## src/rtl/sd_card_pkg.sv

```systemverilog
// sd_card_pkg: shared encodings for the SD SPI-mode receive path
package sd_card_pkg;
    typedef enum logic [1:0] {
        MODE_R1          = 2'd0,
        MODE_DATA_RESP   = 2'd1,
        MODE_START_TOKEN = 2'd2,
        MODE_RSVD        = 2'd3
    } mode_t;

    typedef enum logic [2:0] {
        ST_OK           = 3'd0,
        ST_TIMEOUT      = 3'd1,
        ST_CRC_REJECT   = 3'd2,
        ST_WRITE_REJECT = 3'd3,
        ST_BAD_RESP     = 3'd4,
        ST_BUSY_TIMEOUT = 3'd5
    } status_t;

    typedef enum logic [2:0] {S_IDLE, S_HUNT, S_SHIFT, S_BUSY, S_DONE} state_t;

    localparam logic [7:0] TOK_START    = 8'hFE;
    localparam logic [2:0] DRESP_ACCEPT = 3'b010;
    localparam logic [2:0] DRESP_CRC    = 3'b101;
    localparam logic [2:0] DRESP_WRERR  = 3'b110;

    // ST_OK here means "accepted, card busy phase follows"
    function automatic status_t dresp_status(input logic [7:0] f);
        if (f[4] || !f[0]) return ST_BAD_RESP;
        return f[3:1] == DRESP_ACCEPT ? ST_OK :
               f[3:1] == DRESP_CRC    ? ST_CRC_REJECT :
               f[3:1] == DRESP_WRERR  ? ST_WRITE_REJECT : ST_BAD_RESP;
    endfunction
endpackage

```

## src/rtl/sd_card_bit_window.sv

```systemverilog
// sd_card_bit_window: last 8 sampled DO bits, newest in bit 0, idles at all-ones
module sd_card_bit_window (
    input  logic       i_clk,
    input  logic       i_rst_n,
    input  logic       i_en,
    input  logic       i_bit,
    output logic [7:0] o_window
);
    always_ff @(posedge i_clk) begin
        if (!i_rst_n) o_window <= 8'hFF;
        else if (i_en) o_window <= {o_window[6:0], i_bit};
    end
endmodule

```

## src/rtl/sd_card_resp_rx.sv

```systemverilog
// sd_card_resp_rx: decodes R1, data-response (+busy) and start-block tokens from SD DO
module sd_card_resp_rx
    import sd_card_pkg::*;
#(
    parameter int NCR_MAX  = 16,
    parameter int NAC_MAX  = 8192,
    parameter int BUSY_MAX = 1000000
) (
    input  logic       i_clk,
    input  logic       i_rst_n,
    input  logic       i_sd_DO,
    input  logic       i_bit_en,
    input  logic       i_arm,
    input  logic [1:0] i_mode,
    output logic [7:0] o_accept_register,
    output logic [7:0] o_byte,
    output logic [2:0] o_data_resp,
    output logic       o_card_busy,
    output logic       o_active,
    output logic       o_done,
    output logic [2:0] o_status
);
    localparam int NCR_W  = $clog2(NCR_MAX) + 1;
    localparam int NAC_W  = $clog2(NAC_MAX) + 1;
    localparam int BUSY_W = $clog2(BUSY_MAX) + 1;

    state_t              state;
    mode_t               mode;
    logic [NCR_W-1:0]    ncr_cnt;
    logic [NAC_W-1:0]    nac_cnt;
    logic [BUSY_W-1:0]   busy_cnt;
    logic [2:0]          bit_cnt;
    logic [7:0]          frame, frame_nxt, win_nxt;
    logic                fin, accept, err_tok;
    status_t             fin_st;

    sd_card_bit_window u_win (
        .i_clk    (i_clk),
        .i_rst_n  (i_rst_n),
        .i_en     (i_bit_en),
        .i_bit    (i_sd_DO),
        .o_window (o_accept_register)
    );

    assign win_nxt   = {o_accept_register[6:0], i_sd_DO};
    assign frame_nxt = {frame[6:0], i_sd_DO};
    assign err_tok   = win_nxt[7:4] == 4'h0 && o_accept_register == 8'hFF;
    assign accept    = mode == MODE_DATA_RESP && dresp_status(frame_nxt) == ST_OK;

    // fin marks the strobe that ends the request; fin_st is the status it reports
    always_comb begin
        fin    = 1'b0;
        fin_st = ST_OK;
        if (i_bit_en) begin
            case (state)
                S_HUNT: begin
                    if (mode == MODE_START_TOKEN) begin
                        fin    = win_nxt == TOK_START || err_tok || nac_cnt + 1'b1 == NAC_W'(NAC_MAX);
                        fin_st = win_nxt == TOK_START ? ST_OK : err_tok ? ST_BAD_RESP : ST_TIMEOUT;
                    end else begin
                        fin    = i_sd_DO && ncr_cnt + 1'b1 == NCR_W'(NCR_MAX);
                        fin_st = ST_TIMEOUT;
                    end
                end
                S_SHIFT: begin
                    fin    = bit_cnt == 3'd7 && !accept;
                    fin_st = mode == MODE_R1 ? ST_OK : dresp_status(frame_nxt);
                end
                S_BUSY: begin
                    fin    = i_sd_DO || busy_cnt + 1'b1 == BUSY_W'(BUSY_MAX);
                    fin_st = i_sd_DO ? ST_OK : ST_BUSY_TIMEOUT;
                end
                default: ;
            endcase
        end
    end

    always_ff @(posedge i_clk) begin
        if (!i_rst_n) begin
            state       <= S_IDLE;
            mode        <= MODE_R1;
            ncr_cnt     <= '0;
            nac_cnt     <= '0;
            busy_cnt    <= '0;
            bit_cnt     <= '0;
            frame       <= '0;
            o_byte      <= 8'hFF;
            o_data_resp <= '0;
            o_status    <= '0;
            o_card_busy <= 1'b0;
            o_active    <= 1'b0;
            o_done      <= 1'b0;
        end else begin
            o_done <= 1'b0;
            case (state)
                S_IDLE: if (i_arm && i_mode != MODE_RSVD) begin
                    mode     <= mode_t'(i_mode);
                    ncr_cnt  <= '0;
                    nac_cnt  <= '0;
                    busy_cnt <= '0;
                    bit_cnt  <= '0;
                    o_active <= 1'b1;
                    state    <= S_HUNT;
                end
                S_HUNT: if (i_bit_en) begin
                    if (mode == MODE_START_TOKEN) begin
                        nac_cnt <= nac_cnt == NAC_W'(NAC_MAX) ? nac_cnt : nac_cnt + 1'b1;
                        if (win_nxt == TOK_START || err_tok) o_byte <= win_nxt;
                    end else if (i_sd_DO) begin
                        ncr_cnt <= ncr_cnt == NCR_W'(NCR_MAX) ? ncr_cnt : ncr_cnt + 1'b1;
                    end else begin
                        frame   <= '0;
                        bit_cnt <= 3'd1;
                        state   <= S_SHIFT;
                    end
                end
                S_SHIFT: if (i_bit_en) begin
                    frame   <= frame_nxt;
                    bit_cnt <= bit_cnt + 1'b1;
                    if (bit_cnt == 3'd7) begin
                        o_byte <= frame_nxt;
                        if (mode == MODE_DATA_RESP) o_data_resp <= frame_nxt[3:1];
                        if (accept) begin
                            o_card_busy <= 1'b1;
                            state       <= S_BUSY;
                        end
                    end
                end
                S_BUSY: if (i_bit_en && !i_sd_DO)
                    busy_cnt <= busy_cnt == BUSY_W'(BUSY_MAX) ? busy_cnt : busy_cnt + 1'b1;
                S_DONE: state <= S_IDLE;
                default: state <= S_IDLE;
            endcase
            if (fin) begin
                state       <= S_DONE;
                o_done      <= 1'b1;
                o_active    <= 1'b0;
                o_card_busy <= 1'b0;
                o_status    <= fin_st;
            end
        end
    end
endmodule

```

## config.mk

```make
export PLATFORM = sky130hd
export DESIGN_NAME = sd_card_resp_rx
export DESIGN_NICKNAME = d
export VERILOG_FILES = /design/src/rtl/sd_card_pkg.sv /design/src/rtl/sd_card_bit_window.sv /design/src/rtl/sd_card_resp_rx.sv
export SDC_FILE = /design/constraint.sdc
export NUM_CORES = 1
export LEC_CHECK = 0
export ABC_CLOCK_PERIOD_IN_PS = 3200
export CORE_ASPECT_RATIO = 1.2
export CORE_MARGIN = 2
export CORE_UTILIZATION = 59
export DETAILED_ROUTE_END_ITERATION = 16
export PLACE_DENSITY = 0.79
export REMOVE_ABC_BUFFERS = 1
export SKIP_LAST_GASP = 1
export SYNTH_ARGS = -nofsm -noshare
export SYNTH_HDL_FRONTEND = slang
export SYNTH_SLANG_ARGS = --single-unit
export TNS_END_PERCENT = 30
```

## constraint.sdc

```tcl
create_clock -name i_clk -period 3.2 [get_ports i_clk]
set_clock_uncertainty 0.15 [all_clocks]
set_input_delay 0.32 -clock i_clk [delete_from_list [all_inputs] [get_ports i_clk]]
set_output_delay 0.32 -clock i_clk [all_outputs]
set_load 0.005 [all_outputs]
```

* Yosys cells after proc, flatten, opt, wreduce, memory -nomap -nowiden
Cells that the tools add are included.
W data, S select, Z words.
** Word-level totals
- RAM bits :: 0
- Bits in read-only memories :: 0
- Latch bits :: 0
- Memories :: 0
- Logic and storage cells :: 154
- Input port bits :: 7
- Register bits :: 80
** Cells by class
- Shift-type cells :: 0
- Reduce and logical (&&, ||, !) cells :: 32
- $mul :: 0
- $add $sub $neg :: 4
- $lt $le $gt $ge :: 0
- Multiplexer cells :: 61
- Divide/modulo/power cells :: 0
- Equal/unequal tests :: 40
- Bitwise gates (word level) :: 2
** Operators by type and width (number)
- $mux W3 :: 25
- $mux W21 :: 3
- $mux W14 :: 4
- $eq A21 B20 Y1 const B :: 2
- $pmux W21 S2 :: 1
- $mux W8 :: 5
- $ne A2 B2 Y1 const B :: 16
- $eq A14 B14 Y1 const B :: 2
- $mux W7 :: 4
- $pmux W14 S2 :: 1
- $mux W5 :: 5
- $add A21 B1 Y21 const B :: 1
- $ne A3 B3 Y1 const B :: 7
- $pmux W3 S3 :: 2
- $reduce_and A6 Y1 :: 3
- $eq A8 B8 Y1 const B :: 2
- $pmux W8 S2 :: 1
- $reduce_and A8 Y1 :: 2
- $add A14 B1 Y14 const B :: 1
- $pmux W7 S2 :: 1
- $pmux W3 S4 :: 1
- $reduce_and A4 Y1 :: 3
- $eq A5 B5 Y1 const B :: 2
- $pmux W5 S2 :: 1
- other kinds (21) :: 44

* Depth between registers and ports, before layout
- Depth after elaboration :: 13
- Depth in mapped cells :: 10

* Cells and area by module
A second synthesis with hierarchy kept.
** Second synthesis, totals
- Cells, all modules :: 592
- Area total of the unflattened synthesis :: 4744.6 um^2
** By module, submodules not included
- sd_card_resp_rx :: area an instance 4459.3 um^2, cells an instance 566, times used 1, seq. area each 1441.4 um^2
- sd_card_bit_window :: area an instance 285.3 um^2, cells an instance 26, times used 1, seq. area each 160.2 um^2

* Least setup slack after synthesis
Ideal clock, no wire load.
- Path type :: register to register
- From :: register busy_cnt[0]
- To :: register o_status[0]
- Data required time :: 2.928 ns
- Data arrival time :: 2.336 ns
- Period minus slack after synthesis :: 2.608 ns
- Stages on the path, launching flop included :: 9
- Slack :: 0.592 ns
- Cell sequence :: dfxtp_1 > ha_1 > nand3_1 > nor3_1 > o2bb2ai_1 > a21oi_1 > nor4_4 > nor2_2 > o311a_1
** On the way
- Longest elaborated chain between the ends :: 5
** RTL lines
- start: declaration :: line sd_card_resp_rx.sv:31 : logic [BUSY_W-1:0] busy_cnt;
- start signal: assignment :: line sd_card_resp_rx.sv:130 : busy_cnt <= busy_cnt == BUSY_W'(BUSY_MAX) ? busy_cnt : busy_cnt + 1'b1;
- $add A21 B1 Y21 :: line sd_card_resp_rx.sv:70 : fin = i_sd_DO || busy_cnt + 1'b1 == BUSY_W'(BUSY_MAX);
- $eq A21 B20 Y1 :: line sd_card_resp_rx.sv:70
- $logic_or A1 B1 Y1 :: line sd_card_resp_rx.sv:70
- $pmux W1 S3 :: line sd_card_resp_rx.sv:55 : case (state)
- $mux W1 :: line sd_card_resp_rx.sv:54 : if (i_bit_en) begin
- end signal: assignment :: line sd_card_resp_rx.sv:139 : o_status <= fin_st;
- end: declaration :: line sd_card_resp_rx.sv:21 : output logic [2:0] o_status
No other way between the ends.
A chain may end at the register's enable or synchronous reset.

* Final worst setup path
- From :: register busy_cnt[0]
- To :: register o_status[1]
Same word-level chain as after synthesis.

==> metrics.csv <==
metric,value,unit
outcome,completed,
Lkg Pwr,1.79,nW
Sink Count,80,
WP data required,3300,ps
Gate power share,24.1,%
Filler cells,666,
Crit Path Class,reg -> reg,
post-route minimum period,2850,ps
DRC,0,
vias in the first global route,4089,
overall die area,0.00853,sq mm
Peak VDD IR,0.338,mV
"Warnings, synthesis",0,
TritonRoute pass-1 iters,5,
die boundary width,84.6,um
Synth area leaders,"dfxtp_1 (35%), nand2_1 (6.5%), a21oi_1 (5.9%)",
"Avg Cell Area, Syn",7.87,sq um
setup violators final,0,
max_cap viols,0,
Max Slew Vio Count,0,
number of DRC markers in iteration 0,265,
Fmax achieved,350,MHz
Post-synth top flop,dfxtp_1,
Wirelength per Cell,15.9,um
PD cells,458,mW/mm^2
CTS root buf,clkbuf_8,
Hold Slack,328,ps
Post CTS Setup Buffer Count,0,
Switching Power,0.815,mW
Overflow after GRT,0,
Post-synth EDFFs,0,
CP Data Arrival Time,2950,ps
clk slew on worst S/H paths,90,ps
register bit total from synthesis,80,
# H-tree levels,3,
"area leader, netlist",dfxtp_1,
row count,35,
register area,0.00160,sq mm
CP Capture Type,flop,
detailed placer's ending HPWL,7890,um
first-pass GRT wire length,18800,um
top cell type's share of synthesized area,34.8,%
"commonest non-fill, non-tap cells in the layout","nand2_1 (80), dfxtp_1 (80), a21oi_1 (54)",
Final GP Congestion,0.884,
final hold violation count,0,
post-synthesis sequential area ratio,34.8,%
Hold/Removal Path Class,reg -> reg,
cell area after synthesis,0.00460,sq mm
Yosys cell types,74,
largest net degree at the start of global routing,31,
Avg Vias per Cell,6.25,
share of layout cells above drive strength 1,8.75,%
total global-route track usage,26.8,%
switching part of the total,34.8,%
final worst-path cycle share,89.2,%
multi-input logic area,0.00277,sq mm
Hold Path Stages,2,
initial antenna violation count,0,
Design Power,2.35,mW
Flop pwr share,46.1,%
async set or reset register ratio after synthesis,0,%
unrepaired setup endpoints after global routing,no,
Post-CTS Resized,0,
area grow syn2layout,11.3,%
via count of the routed design,4361,
Mapped Cells,585,
Core Region,0.00762,sq mm
CTS tree,done,
Final ANT Viol Nets,0,
r2r worst-path depth,8,
setup_tns,0,ps
startpoint types,flop,
die height,101,um
diode count,0,
clock power share,29.8,%
Longest Clk Path Bufs,2,
worst-path fanout max,10,
Worst Max-Slew Pin Slew,890,ps
input/output buffers,31,
cts bufs inserted,9,
Hold Buf Count CTS,0,
drt total wl,11100,um
Final nets,618,
Internal Power,1.53,mW
num ports,32,
Rel. slew slack,40.2,%
worst skew pair latency,360,ps
Initial Utilization,60.4,%
==> cells by family after synthesis <==
| group | count (synthesis) | share of synthesized area [%] |
|---|---|---|
| xor gates and xnor gates | 3 | 0.571 |
| AOI/OAI and AO/OA | 159 | 22.1 |
| buffers and inverters | 51 | 5.06 |
| and+or+nand+nor | 268 | 31.7 |
| muxes | 14 | 3.07 |
| adders and majority gates | 10 | 2.72 |
| DFF | 80 | 34.8 |
==> power by group through the flow <==
stage	combinational (mW)	sequential, mW	clock, mW
6_report	0.566	1.08	0.698
5_1_grt	0.632	1.09	0.751
4_1_cts	0.564	1.08	0.710
3_5_place_dp	0.561	1.10	0
3_3_place_gp	0.547	1.10	0
2_1_floorplan	0.373	1.09	0
==> flip-flops by register name, indices dropped and copies added (netlist names) <==
| register | count |
|---|---|
| busy_cnt | 21 |
| nac_cnt | 14 |
| o_byte | 8 |
| u_win.o_window | 8 |
| frame | 7 |
| ncr_cnt | 5 |
| bit_cnt | 3 |
| o_data_resp | 3 |
| o_status | 3 |
| state | 3 |
| mode | 2 |
| o_active | 1 |
| o_card_busy | 1 |
| o_done | 1 |
==> final timing paths <==
check	startpoint	endpoint	slack, ps
setup / recovery	busy_cnt[0]	o_status[1]	350
hold / removal	frame[4]	frame[4]	330
setup reg to reg	busy_cnt[0]	o_status[1]	350
hold reg to reg	frame[4]	frame[4]	330
==> metal layers <==
metal | up-vias | global-route usage, % | wire length [um]
li1 | 2163 | - | -
met1 | 2049 | 32.8 | 4840
met2 | 124 | 46.6 | 5580
met3 | 25 | 4.42 | 413
met4 | 0 | 11.5 | 264
met5 | - | 0 | 0
==> critical path, cell delays in order, from the launching register on <==
cell       delay [ps]
dfxtp_1           490
ha_1              300
and3_2            310
nand4_1           190
a211o_1           280
o2bb2ai_2         140
nor4_4            370
nor2_2            150
o41ai_2           370
==> synthesized netlist by cell type, types with 9 or more instances <==
library cell   n
dfxtp_1       80
inv_1         10
a31oi_1        9
nor3_1        10
nand2_1       80
nand4_1       11
nand3_1       18
or3_1         16
and2_1        10
clkbuf_1      26
a21oi_1       54
o211ai_1      10
nand2b_1       9
ha_1          10
nor2_1        39
nor2b_1       10
o21ai_0       36
mux2i_1       13
==> cell type report <==
cell class              count  share of cell area (%)
well taps                  92                    2.25
clock inverters             7                    1.08
repair buffers             45                    8.11
flip-flops and latches     80                    31.3
inverters                  11                   0.806
multi-input cells         454                    54.1
clock buffers               9                    2.42
==> metrics by stage <==
step                      std cells  instance area, sq um  utilization (%)  setup slack, ps
after floorplan                 545                  4410                -              269
after global placement          682                  4940             64.8              476
after detailed placement        682                  4940             64.8              390
after CTS                       698                  5120             67.2              360
after global routing            698                  5120             67.2              118
final                           698                  5120             67.2              345
No activity file was read; power rests on OpenSTA's default activity.
